--- src/rtl/ili9341_pkg.sv ---
// Shared types and frame geometry for the ILI9341 display pipeline.
package ili9341_pkg;

  localparam int ROWS       = 320;
  localparam int COLS       = 240;
  localparam int NUM_PIXELS = ROWS * COLS;

  typedef struct packed {
    logic [4:0] r;
    logic [5:0] g;
    logic [4:0] b;
  } rgb565_t;

  // One FIFO slot: the pixel plus its start-of-frame tag.
  typedef struct packed {
    logic    sof;
    rgb565_t pixel;
  } fifoEntry_t;

  typedef enum logic [1:0] {
    WAIT_SOF,
    STREAM,
    RESYNC,
    DISCARD
  } frameState_t;

endpackage

--- src/rtl/sync_fifo.sv ---
// Single-clock show-ahead FIFO: the head entry is readable without a pop.
module sync_fifo #(
  parameter int WIDTH = 17,
  parameter int DEPTH = 64
) (
  input  logic                     clk,
  input  logic                     reset,
  input  logic                     wrEn,
  input  logic [WIDTH-1:0]         wrData,
  input  logic                     rdEn,
  output logic [WIDTH-1:0]         rdData,
  output logic                     full,
  output logic                     empty,
  output logic [$clog2(DEPTH):0]   count
);

  localparam int AW = $clog2(DEPTH);

  logic [WIDTH-1:0] mem [DEPTH];
  logic [AW:0]      wrPtr;
  logic [AW:0]      rdPtr;
  logic             push;
  logic             pop;

  // A full FIFO refuses the write even when a read frees a slot that cycle.
  assign push  = wrEn & !full;
  assign pop   = rdEn & !empty;
  assign empty = (wrPtr == rdPtr);
  assign full  = (wrPtr[AW] != rdPtr[AW]) && (wrPtr[AW-1:0] == rdPtr[AW-1:0]);
  assign count = wrPtr - rdPtr;
  assign rdData = mem[rdPtr[AW-1:0]];

  // NOTE: sequential state uses non-blocking assignments so every register
  // samples pre-edge values regardless of statement order.
  always_ff @(posedge clk) begin
    if (!reset) begin
      wrPtr <= '0;
      rdPtr <= '0;
    end else begin
      if (push) wrPtr <= wrPtr + 1'b1;
      if (pop)  rdPtr <= rdPtr + 1'b1;
    end
  end

  // NOTE: storage is deliberately not reset; the pointers alone define which
  // slots hold valid data, and an unreset array maps onto plain RAM.
  always_ff @(posedge clk) begin
    if (push) mem[wrPtr[AW-1:0]] <= wrData;
  end

endmodule

--- src/rtl/rgb565_frame_fifo.sv ---
// Frame-aware pixel buffer feeding the ILI9341 driver; pops on pixelAddr
// increments and realigns the driver to incoming start-of-frame markers.
module rgb565_frame_fifo #(
  parameter int DEPTH      = 64,
  parameter int NUM_PIXELS = ili9341_pkg::NUM_PIXELS,
  parameter int ADDR_W     = 17
) (
  input  logic                     clk,
  input  logic                     reset,
  input  logic [15:0]              s_pixel,
  input  logic                     s_sof,
  input  logic                     s_valid,
  output logic                     s_ready,
  input  logic                     pixelPhase,
  input  logic [ADDR_W-1:0]        pixelAddr,
  output logic [15:0]              pixelDataOut,
  output logic                     dataReady,
  output logic                     newFrameStrobe,
  output logic                     frameShort,
  output logic                     frameLong,
  output logic                     underrun,
  output logic [$clog2(DEPTH):0]   fillLevel
);

  import ili9341_pkg::*;

  localparam logic [ADDR_W-1:0] FRAME_END = ADDR_W'(NUM_PIXELS);

  frameState_t       state, stateNext;
  fifoEntry_t        wrEntry, head;
  logic              fifoFull, fifoEmpty, pop, consume;
  logic              dataReadyQ;
  logic [ADDR_W-1:0] prevAddr;
  logic [ADDR_W-1:0] outCount, outCountNext;
  logic              setShort, setLong, setUnder;
  logic              atFrameEnd, midFrame;

  assign wrEntry = {s_sof, s_pixel};

  sync_fifo #(
    .WIDTH($bits(fifoEntry_t)),
    .DEPTH(DEPTH)
  ) u_fifo (
    .clk    (clk),
    .reset  (reset),
    .wrEn   (s_valid),
    .wrData (wrEntry),
    .rdEn   (pop),
    .rdData (head),
    .full   (fifoFull),
    .empty  (fifoEmpty),
    .count  (fillLevel)
  );

  assign s_ready      = !fifoFull;
  assign pixelDataOut = fifoEmpty ? 16'h0000 : head.pixel;

  // The driver latched the head one cycle ago and has now stepped its address;
  // a step back to 0 is a frame restart, not a consumption.
  assign consume = pixelPhase & dataReadyQ & (pixelAddr != '0) &
                   (pixelAddr == prevAddr + ADDR_W'(1));

  assign atFrameEnd = (outCount == FRAME_END);
  assign midFrame   = (outCount != '0) && !atFrameEnd;

  // NOTE: every output of this block gets a default first, so no path leaves
  // a signal unassigned and no latch is inferred.
  always_comb begin
    stateNext      = state;
    outCountNext   = outCount;
    pop            = 1'b0;
    dataReady      = 1'b0;
    newFrameStrobe = 1'b0;
    setShort       = 1'b0;
    setLong        = 1'b0;
    setUnder       = 1'b0;
    unique case (state)
      WAIT_SOF: begin
        if (!fifoEmpty) begin
          if (head.sof) begin
            stateNext    = STREAM;
            outCountNext = '0;
          end else begin
            pop = 1'b1;
          end
        end
      end
      STREAM: begin
        dataReady = !fifoEmpty && !(head.sof && outCount != '0);
        if (fifoEmpty) begin
          if (pixelPhase && midFrame) setUnder = 1'b1;
        end else if (head.sof && atFrameEnd) begin
          outCountNext = '0;
        end else if (head.sof && outCount != '0) begin
          setShort  = 1'b1;
          stateNext = RESYNC;
        end else if (atFrameEnd) begin
          setLong   = 1'b1;
          stateNext = DISCARD;
        end else if (consume) begin
          pop          = 1'b1;
          outCountNext = head.sof ? ADDR_W'(1) : outCount + ADDR_W'(1);
        end
      end
      RESYNC: begin
        newFrameStrobe = 1'b1;
        outCountNext   = '0;
        stateNext      = STREAM;
      end
      DISCARD: begin
        if (!fifoEmpty) begin
          if (head.sof) begin
            outCountNext = '0;
            stateNext    = STREAM;
          end else begin
            pop = 1'b1;
          end
        end
      end
      default: stateNext = WAIT_SOF;
    endcase
  end

  always_ff @(posedge clk) begin
    if (!reset) begin
      state      <= WAIT_SOF;
      prevAddr   <= '0;
      dataReadyQ <= 1'b0;
      outCount   <= '0;
      frameShort <= 1'b0;
      frameLong  <= 1'b0;
      underrun   <= 1'b0;
    end else begin
      state      <= stateNext;
      prevAddr   <= pixelAddr;
      dataReadyQ <= dataReady;
      outCount   <= outCountNext;
      if (setShort) frameShort <= 1'b1;
      if (setLong)  frameLong  <= 1'b1;
      if (setUnder) underrun   <= 1'b1;
    end
  end

endmodule

--- config.mk ---
export PLATFORM = sky130hd
export DESIGN_NAME = rgb565_frame_fifo
export DESIGN_NICKNAME = d
export VERILOG_FILES = /design/src/rtl/ili9341_pkg.sv /design/src/rtl/sync_fifo.sv /design/src/rtl/rgb565_frame_fifo.sv
export SDC_FILE = /design/constraint.sdc
export NUM_CORES = 1
export LEC_CHECK = 0
export CAP_MARGIN = 20
export CORE_MARGIN = 3
export CORE_UTILIZATION = 45
export CTS_CLUSTER_DIAMETER = 200
export DETAILED_ROUTE_END_ITERATION = 6
export SYNTH_ARGS = -nofsm -noshare
export SYNTH_HDL_FRONTEND = slang
export SYNTH_HIERARCHICAL = 1
export SYNTH_SLANG_ARGS = --single-unit
--- constraint.sdc ---
create_clock -name clk -period 4 [get_ports clk]
set_input_delay 0.4 -clock clk [delete_from_list [all_inputs] [get_ports clk]]
set_output_delay 0.4 -clock clk [all_outputs]
set_load 0.005 [all_outputs]
==> impl_summary.txt, run 1 <==
----------------------------------------------------
[Synthesis]
  Most frequent cell after synthesis ... sky130_fd_sc_hd__edfxtp_1
  Register bit total from synthesis ... 1148
  Fraction of synthesis flops using an asynchronous set or reset pin ... 0%
  Gate count of the mapped netlist ... 2212
  Warning count from the yosys run ... 6
  Ranking of synthesized cells by area ... sky130_fd_sc_hd__edfxtp_1 72%, sky130_fd_sc_hd__mux4_2 14%, sky130_fd_sc_hd__dfxtp_1 2.7%, sky130_fd_sc_hd__mux2i_1 1.1%, sky130_fd_sc_hd__nor2_1 0.98%
  Share of synthesized area occupied by flip-flops and latches ... approximately three quarters
  Distinct cell type count of the synthesized netlist ... 70
  Cell area after synthesis ... 45200 sq um
  Fraction of synthesized cell area taken by the top area cell type ... 72.2%
  Synthesized area divided by synthesized cell count ... 20.5 sq um
  Net count of the mapped netlist ... 2264
  Synth area leader ... sky130_fd_sc_hd__edfxtp_1
  Top cells by count, synth ... 1088 x sky130_fd_sc_hd__edfxtp_1, 288 x sky130_fd_sc_hd__mux4_2, 118 x sky130_fd_sc_hd__nor2_1, 60 x sky130_fd_sc_hd__dfxtp_1, 51 x sky130_fd_sc_hd__mux2i_1
  Prevailing post-synth register cell ... sky130_fd_sc_hd__edfxtp_1
  Number of synthesized flops with an enable pin ... approximately 1100

[Worst hold path]
  Tightest Hold Check Type ... input pin to flip-flop

[STA]
  Final-report setup violation count ... 1
  Minimum clock period ... 4.01 ns
  Final worst path period share ... 100%
  Aggregate negative setup slack ... -0.0144 ns
  Fin. max-slew vios ... 0
  Worst setup skew after layout ... about 0.020 ns
  Worst setup slack after layout ... -0.0144 ns
  Number of hold violations in the final report ... 0
  Setup repair after global routing missed its margin ... yes
  Worst-Margin Slew ... roughly 1.0 ns
  Hold_ws ... between 0.07 and 0.08 ns
  Achievable clock frequency ... 0.249 GHz
  Relative slew slack ... a little under a third

[Route]
  Via-per-instance ratio ... 5.95
  Average wire per standard cell ... 29.0 um
  Total via count in the routed design ... ~23000
  Total routed wirelength ... 114000 um
  Number of design-rule violations left by the first detailed-router iteration ... 2453
  Post-DRT Antenna Nets ... 0
  Number of remaining DRC errors ... 0
  First-pass DRT Iterations ... 5

[Power]
  Power consumption ... roughly 25 mW
  Max rail drop VDD ... 348 uV
  Pleak ... 16.9 nW
  Pwr/cell area ... 473 nW/um^2

[Die]
  Die ar. ... 104000 sq um
  Number of top-level pins ... 67
  Initial cell density of the core ... 45.7%
  Die outline width ... between 300 and 400 um
  Number of standard-cell rows in the floorplan ... 115
  Floorplan die height ... 323 um
  Core region area ... roughly 99000 sq um

[Clock network]
  Number of buffers created by CTS ... roughly 110
  Sinks on Clock Net ... 1148
  Clock-pin slew on the worst setup and hold paths ... 0.06 ns
  H-Tree Depth ... 3
  Bufs on Longest Clock Path ... 3
  Count of hold buffers inserted by post-cts repair ... 0
  TritonCTS clock tree ... done
  CTS Root Cell ... sky130_fd_sc_hd__clkbuf_16
  Worst-Skew Late Latency ... 0.68 ns

[Critical path]
  Slowest CP cell ... sky130_fd_sc_hd__mux4_2
  Endpoint kind of the worst setup timing path ... primary output
  CP startpoint kind ... flip-flop
  Critical path's largest stage delay ... 0.48 ns
  Maximum fanout along the worst path ... 6
  WP data arrival ... 3.61 ns
  Worst-path cell chain ... buf_16 -> buf_16 -> buf_4 -> mux4_2 -> or3_1 -> a21oi_2 -> a2111oi_1 -> a21o_1 -> nor2b_1 -> buf_4 -> clkdlybuf4s50_1
  Start-to-end type of the worst setup path ... flip-flop to primary output
  CP Data Required Time ... roughly 3.6 ns

[Final layout]
  Final non-filler cell total ... 3925
  Area grow syn2layout ... 18.0%
  Number of nets at the end of the flow ... 2598
  Total non-filler cell area in the finished layout ... 53400 sq um
  Fillers ... 7529
  Layout cells sized above 1 ... 31.7%

[Place]
  Routability cong. ... between 0.8 and 0.9
  Cell area after placement ... roughly 49000 sq um
  HPWL after DPL ... about 68000 um
  Placed Cells incl. Taps ... 3651
  Number of buffers added on ports ... 66

[Outcome]
  Violations in the final reports ... negative setup slack
  Outcome ... complete, but fails checks

[GRT]
  Overall track demand over capacity in global routing ... 22.1%
  First-pass GRT wire length ... 166000 um
  Pin count of the biggest net entering global routing ... between 60 and 70
  Overflow left after global routing ... 0
  Vias in the first global route ... 23700
  Antenna violations before repair ... 2

[Run]
  Maximum Capacitance Violations ... 0

----------------------------------------------------
[report_power, final]
| part | internal (mW) | switching, mW |
|---|---|---|
| clock | 5.82 | 4.40 |
| sequential | 13.2 | 0.0339 |
| combinational | 0.861 | 0.964 |
| total | 19.9 | 5.40 |
[layer usage]
layer	GRT usage (%)	routed length (um)
met1	31.8	47400
met2	35.3	55100
met3	3.28	8160
met4	6.73	3120
met5	0	0
[worst max-delay path: cells and delay by family (launching register included)]
family          cells  cell delay [ns]
compound gates      3             0.52
mux                 1             0.48
flops               1             0.41
simple gates        2             0.46
buf+inv             5             1.05
[state kept, by name (all words and copies together), names as in the netlist, named ones only]
name and cells:
state 2, u_fifo/wrPtr 7, dataReadyQ 1, u_fifo/mem 1088
prevAddr 17, outCount 17, u_fifo/rdPtr 7, frameShort 1
underrun 1, frameLong 1
[final cells by class]
cell class / count / area [sq um] / share of cell area (%)
clock buffers: 138 / 2960 / 5.55
diodes: 2 / 5.00 / 0.00937
well taps: 1287 / 1610 / 3.02
inverters: 23 / 86.3 / 0.162
flip-flops and latches: 1148 / 33900 / 63.5
multi-input cells: 926 / 11000 / 20.6
repair buffers: 334 / 3270 / 6.12
clock inverters: 67 / 568 / 1.06
[final timing paths]
check | from | endpoint | slack (ns) | cells past startpoint
max reg2reg | flip-flop | u_fifo/rdPtr[6]$_SDFFE_PN0N_ | 0.17 | 16
max | flip-flop | pixelDataOut[1] | -0.01 | 11
min | s_pixel[1] | u_fifo/mem[1][1]$_DFFE_PP_ | 0.08 | 1
min reg2reg | frameLong$_SDFFE_PN0P_ | frameLong$_SDFFE_PN0P_ | 0.47 | 1
[layout by cell type, fill, tap and decap left out, types with 13 or more instances in the layout]
master,count
sky130_fd_sc_hd__a21oi_1,36
sky130_fd_sc_hd__and2_1,31
sky130_fd_sc_hd__buf_12,19
sky130_fd_sc_hd__buf_2,17
sky130_fd_sc_hd__buf_4,216
sky130_fd_sc_hd__buf_6,14
sky130_fd_sc_hd__clkbuf_1,23
sky130_fd_sc_hd__clkbuf_16,116
sky130_fd_sc_hd__clkdlybuf4s50_1,37
sky130_fd_sc_hd__clkinv_1,25
sky130_fd_sc_hd__clkinv_2,22
sky130_fd_sc_hd__dfxtp_1,55
sky130_fd_sc_hd__edfxtp_1,1088
sky130_fd_sc_hd__ha_1,13
sky130_fd_sc_hd__inv_1,22
sky130_fd_sc_hd__mux2i_1,31
sky130_fd_sc_hd__mux4_2,288
sky130_fd_sc_hd__nand2_1,32
sky130_fd_sc_hd__nand3_1,25
sky130_fd_sc_hd__nor2_1,82
sky130_fd_sc_hd__nor2_2,35
sky130_fd_sc_hd__nor2b_1,31
sky130_fd_sc_hd__o21ai_0,27
sky130_fd_sc_hd__o21ai_1,21
sky130_fd_sc_hd__o221ai_1,13
sky130_fd_sc_hd__o22ai_1,18
sky130_fd_sc_hd__o31ai_1,21
sky130_fd_sc_hd__xnor2_1,24
sky130_fd_sc_hd__xor2_1,16
[stage by stage]
stage          setup WS, ns  utilization (%)
2_1_floorplan         0.145                -
3_3_place_gp          0.210             49.0
3_5_place_dp         0.0442             49.0
4_1_cts             -0.0614             53.5
5_1_grt             -0.0706             53.9
6_report            -0.0144             53.9
[repair_timing]
| action | 4_1_cts | 5_1_grt |
|---|---|---|
| gates resized for setup | 89 | 23 |
| pin swaps | 6 | 2 |
| gates cloned | 9 | 1 |
| setup endpoints to repair | 17 | 14 |
| setup buffers | 31 | 22 |
[cell families (layout without fill, tap and decap cells)]
logic type                 count (synthesis)  after routing  share of synthesized area [%]
AOI/OAI and AO/OA                        214            214                           3.08
xor gates and xnor gates                  40             40                          0.774
adders and majority gates                 14             14                          0.404
buffers and inverters                    138            562                           1.71
DFF                                     1148           1148                           74.9
muxes                                    340            340                           15.5
other                                      0              2                              0
and+or+nand+nor                          318            318                           3.64
(Power assumes the default switching activity.)
==> inputs of run 2 (changes only) <==
Settings changed: ABC_AREA set to 1, CORE_MARGIN 3 to not set, CORE_UTILIZATION 45 to 48, PLACE_DENSITY set to 0.66.
==> run 2 against run 1 <==
Against the previous run:
- the run ends with design-rule violations left
- critical path depth up 3
- synthesized cell count up 97%
- critical endpoint is now pixelDataOut[8]
- worst setup slack better by 0.084 ns
- fmax up 2.1%
- via count up 42%
- worst hold slack better by 0.15 ns
- global-route usage up 3.2 points
- count of clock-buffer cells in the layout up 5
- register-to-register slack better by 0.37 ns
- combinational power rose to 4.9 times the previous value
- critical path type unchanged
==> impl_summary.txt, run 2 <==
----------------------------------------------------
[Outcome]
  Outcome ... complete, but fails checks
  Violations in the final reports ... design-rule violations

[Route]
  Via-per-instance ratio ... 5.67 (-4.7%)
  First-pass DRT Iterations ... 7 (+2)
  Post-DRT Antenna Nets ... 0 (unchanged)
  Total via count in the routed design ... 33100 (+42%)
  Average wire per standard cell ... 22.4 um (-23%)
  Number of remaining DRC errors ... 1 (+1)
  Total routed wirelength ... 131000 um (+15%)
  Number of design-rule violations left by the first detailed-router iteration ... 4020 (+64%)

[Synthesis]
  Prevailing post-synth register cell ... sky130_fd_sc_hd__edfxtp_1
  Top cells by count, synth ... 1557 x sky130_fd_sc_hd__nand2_1, 1088 x sky130_fd_sc_hd__edfxtp_1, 984 x sky130_fd_sc_hd__nand3_1, 145 x sky130_fd_sc_hd__nor2_1, 132 x sky130_fd_sc_hd__buf_2
  Register bit total from synthesis ... 1148 (unchanged)
  Warning count from the yosys run ... 6 (unchanged)
  Synth area leader ... sky130_fd_sc_hd__edfxtp_1
  Most frequent cell after synthesis ... sky130_fd_sc_hd__nand2_1
  Cell area after synthesis ... 48000 sq um (+6.2%)
  Synthesized area divided by synthesized cell count ... 11.0 sq um (-46%)
  Ranking of synthesized cells by area ... sky130_fd_sc_hd__edfxtp_1 68%, sky130_fd_sc_hd__nand2_1 12%, sky130_fd_sc_hd__nand3_1 10%, sky130_fd_sc_hd__dfxtp_1 2.5%, sky130_fd_sc_hd__buf_2 1.4%
  Fraction of synthesis flops using an asynchronous set or reset pin ... 0% (unchanged)
  Fraction of synthesized cell area taken by the top area cell type ... 68.0% (-4.2 points)
  Number of synthesized flops with an enable pin ... 1088 (unchanged)
  Gate count of the mapped netlist ... 4362 (+97%)
  Net count of the mapped netlist ... 4414 (+95%)
  Share of synthesized area occupied by flip-flops and latches ... 70.5% (-4.4 points)
  Distinct cell type count of the synthesized netlist ... 39 (-44%)

[Die]
  Die outline width ... 318 um (-1.5%)
  Floorplan die height ... 318 um (-1.5%)
  Die ar. ... 101000 sq um (-2.9%)
  Initial cell density of the core ... 48.7% (+3.0 points)
  Number of standard-cell rows in the floorplan ... 115 (unchanged)
  Number of top-level pins ... 67 (unchanged)
  Core region area ... 98700 sq um (-0.29%)

[Final layout]
  Area grow syn2layout ... 13.4%
  Multi-input combinational cell area ... 12500 sq um (+13%)
  Sequential cell area ... 33900 sq um (about the same)
  Max reg flops ... 1088 (unchanged)
  Number of nets at the end of the flow ... 4507 (+73%)
  Most common cell after layout, fill and taps aside ... sky130_fd_sc_hd__nand2_1
  Commonest cells after routing, fill and taps aside ... 1556 x sky130_fd_sc_hd__nand2_1, 1088 x sky130_fd_sc_hd__edfxtp_1, 977 x sky130_fd_sc_hd__nand3_1
  Layout cells sized above 1 ... 8.86% (-23 points)
  Diode insertion count for antenna repair ... 0 (-2)
  Final non-filler cell total ... 5834 (+49%)
  Fillers ... 8219 (+9.2%)
  Total non-filler cell area in the finished layout ... 54500 sq um (+2.0%)

[Clock network]
  Sinks on Clock Net ... 1148 (unchanged)
  TritonCTS clock tree ... done
  Bufs on Longest Clock Path ... 3 (unchanged)
  CTS Root Cell ... sky130_fd_sc_hd__clkbuf_16
  Clock-pin slew on the worst setup and hold paths ... 0.06 ns (about the same)
  Number of buffers created by CTS ... 112 (-0.88%)
  Count of hold buffers inserted by post-cts repair ... 0 (unchanged)
  Worst-Skew Late Latency ... 0.71 ns (+0.03 ns)
  H-Tree Depth ... 3 (unchanged)

[Critical path]
  Maximum fanout along the worst path ... 22 (+16)
  Sum of buffers and inverters on the critical path ... 5 (unchanged)
  Slack of the worst reg-to-reg path ... 0.54 ns (+0.37 ns)
  CP startpoint kind ... flip-flop
  Endpoint kind of the worst setup timing path ... primary output
  CP Data Required Time ... 3.60 ns (about the same)
  Critical path's largest stage delay ... 0.55 ns (+0.07 ns)
  Worst-path cell chain ... buf_16 -> buf_6 -> buf_4 -> nand2_1 -> nand3_1 -> nand3_1 -> nand2_1 -> nand2_1 -> nand3_1 -> nand3_1 -> nand2_1 -> inv_1 -> nor2_2 -> clkdlybuf4s50_1
  CP top delay family ... buffers and inverters
  Path depth of the worst reg2reg path ... 19 (+3)
  WP data arrival ... 3.53 ns (-0.08 ns)
  Slowest CP cell ... sky130_fd_sc_hd__clkdlybuf4s50_1
  Start-to-end type of the worst setup path ... flip-flop to primary output

[STA]
  Fin. max-slew vios ... 0 (unchanged)
  Setup repair after global routing missed its margin ... yes
  Final-report setup violation count ... 0 (-1)
  Achievable clock frequency ... 0.254 GHz (+2.1%)
  Minimum clock period ... 3.93 ns (-0.0839 ns)
  Final worst path period share ... 98.3% (-2.1 points)
  Number of hold violations in the final report ... 0 (unchanged)
  Worst-Margin Slew ... 1.12 ns (+0.0923 ns)
  Worst setup slack after layout ... 0.0695 ns (+0.0839 ns)
  Worst setup skew after layout ... 0.0318 ns (+0.0121 ns)
  Relative slew slack ... 25.6% (-6.2 points)

[Place]
  Placed Cells incl. Taps ... 5613 (+54%)
  HPWL after DPL ... 74000 um (+8.8%)
  DP Worst Slack ... 0.349 ns (+0.305 ns)
  Cell area after placement ... 50400 sq um (+3.8%)
  Number of buffers added on ports ... 66 (unchanged)
  Routability cong. ... 0.890 (+7.6%)

[Power]
  Pleak ... 20.0 nW (+19%)
  Power consumption ... 32.8 mW (+30%)
  Max rail drop VDD ... 463 uV (+33%)
  Pwr/cell area ... 602 nW/um^2 (+27%)

[GRT]
  Pin count of the biggest net entering global routing ... 98 (+51%)
  Vias in the first global route ... 30900 (+30%)
  Antenna violations before repair ... 2 (unchanged)
  Overflow left after global routing ... 0 (unchanged)
  First-pass GRT wire length ... 193000 um (+17%)
  Overall track demand over capacity in global routing ... 25.3% (+3.2 points)

[Worst hold path]
  Tightest Hold Check Type ... input pin to flip-flop
  End of the worst hold path ... u_fifo/mem[55][11]$_DFFE_PP_
  Number of stages on the worst hold path ... 1 (unchanged)
  Worst hold path startpoint ... s_pixel[11]

[Run]
  Maximum Capacitance Violations ... 0 (unchanged)

----------------------------------------------------
[run 2: power by group]
group,internal (mW),switching (mW)
Sequential,13.3,0.131
Combinational,2.89,6.07
Clock,5.91,4.50
Total,22.1,10.7
[run 2: kinds of logic after synthesis]
| family | Yosys count | share of synthesized area (%) |
|---|---|---|
| buffers and inverters | 383 | 3.79 |
| and+or+nand+nor | 2735 | 24.3 |
| AOI/OAI and AO/OA | 63 | 0.711 |
| xor gates and xnor gates | 19 | 0.346 |
| adders and majority gates | 14 | 0.380 |
| DFF | 1148 | 70.5 |
[run 2: how the worst max path moves through the flow]
stage,to,depth (start not counted),startpoint
2_1_floorplan,u_fifo/mem[7][0]$_DFFE_PP_,9,u_fifo/wrPtr[0]$_SDFFE_PN0P_
3_3_place_gp,u_fifo/rdPtr[0]$_SDFFE_PN0N_,21,flip-flop
3_5_place_dp,u_fifo/rdPtr[0]$_SDFFE_PN0N_,21,flip-flop
4_1_cts,pixelDataOut[0],13,flip-flop
5_1_grt,pixelDataOut[15],13,flip-flop
6_report,pixelDataOut[8],14,flip-flop
[run 2: metal layers]
layer	global-route usage (%)	routed length [um]	up-vias
met5	0	11	-
met3	4.22	11400	220
li1	-	-	15300
met1	35.6	54200	16000
met2	40.2	61400	1526
met4	8.05	3630	2
[run 2: worst register-to-register path, cell delays in order (launching register included)]
cell	delay, ns
sky130_fd_sc_hd__dfxtp_4	0.42
sky130_fd_sc_hd__buf_12	0.32
sky130_fd_sc_hd__nand3_1	0.21
sky130_fd_sc_hd__nand3_1	0.11
sky130_fd_sc_hd__nand2_1	0.13
sky130_fd_sc_hd__nand2_1	0.10
sky130_fd_sc_hd__nand3_1	0.15
sky130_fd_sc_hd__nand3_1	0.17
sky130_fd_sc_hd__nand2_4	0.11
sky130_fd_sc_hd__inv_1	0.13
sky130_fd_sc_hd__a21oi_2	0.07
sky130_fd_sc_hd__nor2_1	0.18
sky130_fd_sc_hd__nand2_1	0.11
sky130_fd_sc_hd__o21ai_0	0.16
sky130_fd_sc_hd__nor3b_1	0.21
sky130_fd_sc_hd__buf_4	0.19
sky130_fd_sc_hd__nand2_1	0.11
sky130_fd_sc_hd__inv_1	0.20
sky130_fd_sc_hd__nand2_1	0.09
sky130_fd_sc_hd__a21oi_1	0.21
[run 2: stage by stage]
step           util, %  TNS [ns]  hold WS [ns]
6_report          55.2         0         0.221
5_1_grt           55.2   -0.0127         0.208
4_1_cts           55.0         0         0.192
3_5_place_dp      51.1         0         0.459
3_3_place_gp      51.0         0         0.458
2_1_floorplan        -         0         0.446
[run 2: repair_timing]
item                       in CTS  in global routing
gates resized for setup        15                 34
setup endpoints to repair      17                 17
buffers inserted                3                  3
gates cloned                    6                  3
[run 2: layout make-up]
cell class,count,share of cell area (%)
sequential,1148,62.2
clock buffer,143,5.40
inverter,131,0.974
timing repair buffer,229,4.30
multi-input combinational,2831,22.9
clock inverter,63,1.23
timing repair inverter,2,0.0459
tap,1287,2.96
